File: src/rtl/ppu_vram_arbiter.sv
// Shares the PPU VRAM bus between the BG fetcher, the sprite fetcher and the CPU $2007 port.
// Render-window ownership is by dot position; CPU accesses are sequenced by a small FSM with a read buffer.
module ppu_vram_arbiter #(
    parameter int          LAST_RENDER_LINE = 240,
    parameter int          SPR_FIRST_DOT    = 256,
    parameter int          SPR_LAST_DOT     = 319,
    parameter logic [13:0] PAL_BASE         = 14'h3F00
) (
    input  logic        clk,
    input  logic        reset_n,
    input  logic [9:0]  x_idx,
    input  logic [9:0]  scanline,
    input  logic        rendering_en,
    input  logic [15:0] bg_addr,
    output logic [7:0]  bg_data,
    input  logic [15:0] spr_addr,
    output logic [7:0]  spr_data,
    input  logic        cpu_req,
    input  logic        cpu_we,
    input  logic [13:0] cpu_addr,
    input  logic [7:0]  cpu_wdata,
    output logic        cpu_ack,
    output logic [7:0]  cpu_rdata,
    output logic [13:0] mem_addr,
    output logic        mem_we,
    output logic [7:0]  mem_wdata,
    input  logic [7:0]  mem_rdata,
    output logic [1:0]  owner
);

    typedef enum logic [2:0] {
        S_IDLE,
        S_PEND,
        S_ACCESS,
        S_CAPTURE,
        S_DONE
    } state_t;

    localparam logic [1:0] OWN_CPU = 2'd0;
    localparam logic [1:0] OWN_BG  = 2'd1;
    localparam logic [1:0] OWN_SPR = 2'd2;

    localparam logic [9:0] LAST_LINE = 10'(LAST_RENDER_LINE);
    localparam logic [9:0] SPR_FIRST = 10'(SPR_FIRST_DOT);
    localparam logic [9:0] SPR_LAST  = 10'(SPR_LAST_DOT);

    state_t      state_q, state_d;
    logic [13:0] addr_q, addr_d;
    logic        we_q, we_d;
    logic [7:0]  wdata_q, wdata_d;
    logic        ack_q, ack_d;
    logic [7:0]  rdata_q, rdata_d;
    logic [7:0]  rbuf_q, rbuf_d;

    logic render_win;
    logic unused_addr_bits;

    assign unused_addr_bits = ^{bg_addr[15:14], spr_addr[15:14]};

    assign render_win = rendering_en && (scanline <= LAST_LINE);

    always_comb begin
        owner = OWN_CPU;
        if (render_win) begin
            if (x_idx >= SPR_FIRST && x_idx <= SPR_LAST) begin
                owner = OWN_SPR;
            end else begin
                owner = OWN_BG;
            end
        end
    end

    always_comb begin
        mem_addr = 14'h0;
        case (owner)
            OWN_BG:  mem_addr = bg_addr[13:0];
            OWN_SPR: mem_addr = spr_addr[13:0];
            default: begin
                if (state_q == S_ACCESS || state_q == S_CAPTURE) begin
                    mem_addr = addr_q;
                end
            end
        endcase
    end

    // Gating by owner keeps a write that straddles the window opening off the bus.
    assign mem_we    = (state_q == S_ACCESS) && we_q && (owner == OWN_CPU);
    assign mem_wdata = wdata_q;
    assign bg_data   = mem_rdata;
    assign spr_data  = mem_rdata;
    assign cpu_ack   = ack_q;
    assign cpu_rdata = rdata_q;

    always_comb begin
        state_d = state_q;
        addr_d  = addr_q;
        we_d    = we_q;
        wdata_d = wdata_q;
        ack_d   = 1'b0;
        rdata_d = rdata_q;
        rbuf_d  = rbuf_q;
        case (state_q)
            S_IDLE: begin
                if (cpu_req) begin
                    addr_d  = cpu_addr;
                    we_d    = cpu_we;
                    wdata_d = cpu_wdata;
                    state_d = render_win ? S_PEND : S_ACCESS;
                end
            end
            S_PEND: begin
                if (!render_win) begin
                    state_d = S_ACCESS;
                end
            end
            S_ACCESS: begin
                state_d = render_win ? S_PEND : S_CAPTURE;
            end
            S_CAPTURE: begin
                if (render_win) begin
                    state_d = S_PEND;
                end else begin
                    if (!we_q) begin
                        if (addr_q < PAL_BASE) begin
                            rdata_d = rbuf_q;
                            rbuf_d  = mem_rdata;
                        end else begin
                            rdata_d = mem_rdata;
                        end
                    end
                    ack_d   = 1'b1;
                    state_d = S_DONE;
                end
            end
            S_DONE: begin
                // Held request must drop before a new transaction can start.
                if (!cpu_req) begin
                    state_d = S_IDLE;
                end
            end
            default: state_d = S_IDLE;
        endcase
    end

    always_ff @(posedge clk or negedge reset_n) begin
        if (!reset_n) begin
            state_q <= S_IDLE;
            addr_q  <= 14'h0;
            we_q    <= 1'b0;
            wdata_q <= 8'h0;
            ack_q   <= 1'b0;
            rdata_q <= 8'h0;
            rbuf_q  <= 8'h0;
        end else begin
            state_q <= state_d;
            addr_q  <= addr_d;
            we_q    <= we_d;
            wdata_q <= wdata_d;
            ack_q   <= ack_d;
            rdata_q <= rdata_d;
            rbuf_q  <= rbuf_d;
        end
    end

endmodule

File: config.mk
export PLATFORM = sky130hd
export DESIGN_NAME = ppu_vram_arbiter
export DESIGN_NICKNAME = d
export VERILOG_FILES = /design/src/rtl/ppu_vram_arbiter.sv
export SDC_FILE = /design/constraint.sdc
export NUM_CORES = 1
export LEC_CHECK = 0
export ABC_AREA = 0
export ABC_CLOCK_PERIOD_IN_PS = 4400
export BUFFER_PORTS_ARGS = -buffer_cell sky130_fd_sc_hd__buf_4
export CORE_ASPECT_RATIO = 1.1
export CORE_MARGIN = 3
export CORE_UTILIZATION = 45
export CTS_CLUSTER_SIZE = 25
export DETAILED_ROUTE_END_ITERATION = 12
export PLACE_DENSITY = 0.91
export RECOVER_POWER = 100
export SLEW_MARGIN = 20
export SYNTH_ARGS = -nofsm -noshare
export SYNTH_HDL_FRONTEND = slang
export SYNTH_SLANG_ARGS = --single-unit
File: constraint.sdc
create_clock -name clk -period 4.4 [get_ports clk]
set_input_delay 0 -clock clk [delete_from_list [all_inputs] [get_ports clk]]
set_output_delay 0 -clock clk [all_outputs]
set_load 0.02 [all_outputs]
== Yosys cells after proc, flatten, opt, wreduce, memory -nomap -nowiden ==
Index checks and enable logic that the tools add are counted.

* Bits in registers: 43
* Input bits: 87
* Output and inout bits: 50
* Word-level logic and storage cells: 47

* Magnitude comparators: 4
* Eq/ne operators: 9
* Muxes and demuxes: 14
* Bitwise logic cells: 2
* Reductions and logical operators: 11

{| class="wikitable"
|+ Operators by type and width
! cell !! number
|-
| 14-bit case mux with 2 select lines || 1
|-
| 3-bit case mux with 5 select lines || 1
|-
| 14-bit less-than comparator (second input constant) || 1
|-
| 14-bit two-way mux || 1
|-
| 3-bit two-way mux || 4
|-
| 10-bit by 9-bit greater-or-equal comparator with 1-bit output (second input constant) || 1
|-
| 10-bit by 8-bit <= comparator with 1-bit output (second input constant) || 1
|-
| 10-bit by 9-bit <= comparator with 1-bit output (second input constant) || 1
|-
| 2-bit two-way mux || 4
|-
| 8-bit two-way mux || 1
|-
| 3-bit by 2-bit == test with 1-bit output (second input constant) || 2
|-
| 2-bit != test (second input constant) || 3
|-
| 3-bit AND reduction || 2
|-
| 1-bit logical AND || 4
|-
| 4-bit AND reduction || 1
|-
| 3-bit by 1-bit == test with 1-bit output (second input constant) || 1
|-
| 3-bit == test (second input constant) || 1
|-
| 3-bit logical NOT || 1
|-
| 2-bit by 1-bit == test with 1-bit output (second input constant) || 1
|-
| 2-bit == test (second input constant) || 1
|-
| 2-bit logical NOT || 1
|-
| 1-bit two-way mux || 2
|-
| 1-bit inverter || 2
|-
| 2-bit AND reduction || 1
|-
| 1-bit logical OR || 1
|}

== Logic depth before layout (Yosys ltp) ==
* Depth in word-level cells: 6
* Mapped depth: 5

== Worst setup path after synthesis ==
No wires, ideal clock.

* Kind: register -> register
* Start point: register state_q[1]
* End point: register addr_q[0]
* Library setup time: 0.125 ns
* Arrival: 1.440 ns
* Setup slack: 2.835 ns
* Stages on the path, launching flop included: 4
* Path buffers: 1
* Clock period less this slack: 1.565 ns
* Cells stage by stage: dfrtp_1 > nor4b_4 > buf_2 > mux2_2

* Cells in the longest elaborated chain, start to end: 2

{| class="wikitable"
|+ Ends and longest elaborated chain
! element !! RTL line !! source
|-
| start, declared || 47 || <nowiki>state_t state_q, state_d;</nowiki>
|-
| start signal, assigned || 155 || <nowiki>state_q <= state_d;</nowiki>
|-
| 3-bit logical NOT || 102 || <nowiki>case (state_q)</nowiki>
|-
| 2-bit AND reduction (no line) || -- ||
|-
| end signal, assigned || 156 || <nowiki>addr_q <= addr_d;</nowiki>
|-
| end, declared || 48 || <nowiki>logic [13:0] addr_q, addr_d;</nowiki>
|}

No other way between the ends.
A chain may end at the register's enable or synchronous reset.

== Worst setup path after layout ==
* Start point: register state_q[2]
* End point: output port mem_addr[7]

* Cells in the longest elaborated chain, start to end: 4
* Elaborated cells between the ends (all ways): 5

{| class="wikitable"
|+ Ends and longest elaborated chain
! element !! RTL line !! source
|-
| 3-bit by 2-bit == test with 1-bit output || 79 || <nowiki>if (state_q == S_ACCESS || state_q == S_CAPTURE) begin</nowiki>
|-
| 1-bit logical OR * || 79 ||
|-
| 14-bit two-way mux * || 79 ||
|-
| 14-bit case mux with 2 select lines * || 75 || <nowiki>case (owner)</nowiki>
|-
| end, declared || 24 || <nowiki>output logic [13:0] mem_addr,</nowiki>
|}

Every way passes the cells marked *; elsewhere a longest branch is shown, timed or not.

==> summary.md <==
| Metric | Value |
|---|---|
| Sequential share of power | `37.6%` |
| Cells after Synth | `170` |
| CP max FO | `14` |
| Switch Pwr | `between 700 and 800 uW` |
| Arr. time, crit path | `2530 ps` |
| Vias in the first global route | `between 2,000 and 2,500` |
| P_leak | `0.00145 uW` |
| Fin. Hold Viols | `0` |
| Simple-gate area share of the yosys netlist | `7.92%` |
| Synth Net Count | `257` |
| R2r endpoint | `rbuf_q[6]` |
| Pint | `1200 uW` |
| Layout Skew | `9.65 ps` |
| GRT Residual Overflow | `0` |
| CTS clk-pin slew, worst paths | `80 ps` |
| Worst min path class | `in -> reg` |
| Storage cell area | `1080 um^2` |
| Power Dens Cells | `between 500 and 600 nW/um^2` |
| TritonCTS buffer count | `5` |
| Final setup fails | `0` |
| Placed Area | `3120 um^2` |
| Max-slew violations | `59` |
| Max clock buf depth | `2` |
| Number of H-tree levels | `2` |
| Detailed placer's ending HPWL | `4370 um` |
| Routability Congestion | `0.740` |
| Clock sinks | `43` |
| RSZ-0062 raised after global routing | `no` |
| Post-synthesis sequential area ratio | `between 40% and 50%` |
| Worst skew pair latency | `290 ps` |
| Antenna diode count | `0` |
| Largest family of logic cells by synthesized area | `multiplexers` |
| Synth warnings | `0` |
| Hold EP | `state_q[0]` |
| Gate power share | `46.0%` |
| Area used by multi-input combinational logic | `975 um^2` |
| R2R cell count | `4` |
| Drt wl/cell | `16.9 um` |
| CTS tree | `done` |
| Final antenna-violating net count | `0` |
| Critical Path RT | `4400 ps` |
| Clock share of power | `16.4%` |
| Count of distinct cell types in the synthesized netlist | `30` |
| Final Cycle Share | `a little under three fifths` |
| Post-synthesis xor/xnor area fraction | `0%` |
| Share of layout cells above drive strength 1 | `42.3%` |
| First drt pass iteration count | `4` |
| Synth Area in Compound Gates | `approximately 7.4%` |
| Vias per cell | `5.11` |
| Slew @ Worst Pin | `2220 ps` |
| Die outline area | `5830 um^2` |
| Filler cells | `between 300 and 400` |
| Critical path class | `reg -> out` |
| FF-to-FF setup slack | `1930 ps` |
| Core Region | `about 4700 um^2` |
| Fin util | `70.9%` |
| Area Overhead vs Synth | `50.1%` |
| Drt drc | `0` |
| DRT iter0 DRCs | `48` |
| Cell Area, Synth | `2230 um^2` |
| Max-slew headroom | `-47.8%` |
| Port-buffer cells | `126` |
| DR vias | `1,906` |
| Failing checks | `capacitance limit, slew limit` |
| Clock root buffer | `clkbuf_8` |
| Row count | `26` |
| DRT Wirelength | `6310 um` |
| Final-stage net count | `403` |
| Tmin final | `2530 ps` |
| Crit path launch | `state_q[2]` |
| Cell area after layout | `3350 um^2` |
| Maximum VDD drop | `0.360 mV` |
| F_max | `roughly 400 MHz` |
| Setup crit start kind | `flip-flop` |
| Adder-cell share of the synthesized area | `0%` |
| HP Start | `rendering_en` |
| Total Routing Usage GR | `roughly 22%` |
| Crit end category | `output port` |
| Initial Util | `47.2%` |
| First-pass GRT wire length | `9680 um` |
| Setup bufs post-CTS | `0` |
| Worst reg2reg path startpoint | `state_q[0]` |
| Post-route setup TNS | `0 ps` |
| Die X | `around 73 um` |
| Initial antenna violation count | `0` |
| Run status | `finished with violations` |
| I/O pin count | `137` |
| Mean post-synth cell area | `~13 um^2` |
| Switching Fraction | `38.2%` |
| Hold Path Cell Cnt | `4` |
| Total of max-cap violations | `2` |
| Largest net degree at the start of global routing | `44` |
| Post-synthesis mux area share | `29.5%` |
| Die Span Y | `around 80 um` |
| Seq cells post-synth | `43` |
-- repair_timing --
item,CTS,global route
hold buffers,33,0
gates resized for setup,0,0
hold endpoints to repair,75,0
-- synth_stat cells (all sizes together) --
master | n | area [um^2]
mux2 | 46 | 518
dfrtp | 43 | 1080
buf | 21 | 145
mux2i | 14 | 140
o2bb2ai | 14 | 123
nor2 | 5 | 21.3
nand2 | 4 | 20.0
nor3 | 3 | 20.0
nor3b | 3 | 38.8
o21ai | 3 | 15.0
nand4 | 2 | 12.5
nor4b | 2 | 32.5
a21oi | 1 | 5.00
and2 | 1 | 6.26
clkbuf | 1 | 3.75
inv | 1 | 3.75
nand2b | 1 | 6.26
nand3 | 1 | 5.00
nor4 | 1 | 6.26
o211a | 1 | 10.0
o211ai | 1 | 12.5
or2b | 1 | 7.51
-- worst max path at each step --
stage / to / depth (start not counted)
floorplan: addr_q[0] / 3
global placement: cpu_rdata[5] / 4
detailed placement: rbuf_q[2] / 4
CTS: mem_addr[9] / 3
global route: mem_addr[2] / 3
finish: mem_addr[7] / 3
-- stage by stage --
stage,cells,power [uW],hold WS [ps],setup WS [ps]
3_5_place_dp,332,1740,17.8,2630
4_1_cts,373,2070,208,2520
6_report,373,1940,186,1870
5_1_grt,373,2060,203,1650
2_1_floorplan,170,1340,-296,2840
3_3_place_gp,332,1690,14.6,2700
-- power by group through the flow --
stage	registers, uW	logic [uW]	clock network (uW)
after floorplan	802	543	0
after global placement	724	970	0
after detailed placement	740	996	0
after CTS	731	1020	322
after global routing	755	958	346
final	729	892	317
-- logic make-up after synthesis --
logic type / count (synthesis)
multiplexers: 60
flip-flops: 43
AND/OR/NAND/NOR: 24
buffers and inverters: 23
AO/OA/AOI/OAI: 20
-- metal layers --
| layer | global-route usage, % | routed length [um] | vias to the layer above |
|---|---|---|---|
| met2 | 40.5 | 3390 | 85 |
| met4 | 10.3 | 174 | 0 |
| met1 | 23.3 | 2290 | 908 |
| met5 | 0 | 0 | - |
| li1 | - | - | 898 |
| met3 | 3.78 | 459 | 15 |
-- sequential cells by signal, indices dropped and copies added (netlist names) --
register   count
we_q           1
cpu_rdata      8
mem_wdata      8
rbuf_q         8
cpu_ack        1
addr_q        14
state_q        3
-- cell usage in the layout (no fill, tap or decap), types with 2 or more instances in the layout --
master / netlist / final
buf_4: 16 / 76
clkbuf_1: 1 / 50
mux2_2: 45 / 45
dfrtp_1: 43 / 43
dlygate4sd3_1: 0 / 33
mux2i_1: 14 / 14
o2bb2ai_1: 14 / 14
clkbuf_8: 0 / 6
nor2_1: 4 / 4
nand2_1: 2 / 4
nor3b_1: 1 / 3
nor3_1: 2 / 3
o21ai_0: 3 / 3
nand4_1: 2 / 2
clkbuf_4: 0 / 2
-- worst max-delay path, cell delays in order (launching register included) --
cell and delay, ps:
dfrtp_1 470, nor3b_1 1280, o2bb2ai_1 220, clkbuf_1 270
-- final cells by class --
class                      count  area share (%)
clock buffer                   6            2.47
clock inverter                 2            1.05
inverter                       1           0.112
multi-input combinational    104            29.1
sequential                    43            32.2
tap                           56            2.09
timing repair buffer         161            33.0
No activity file was read; power rests on OpenSTA's default activity.
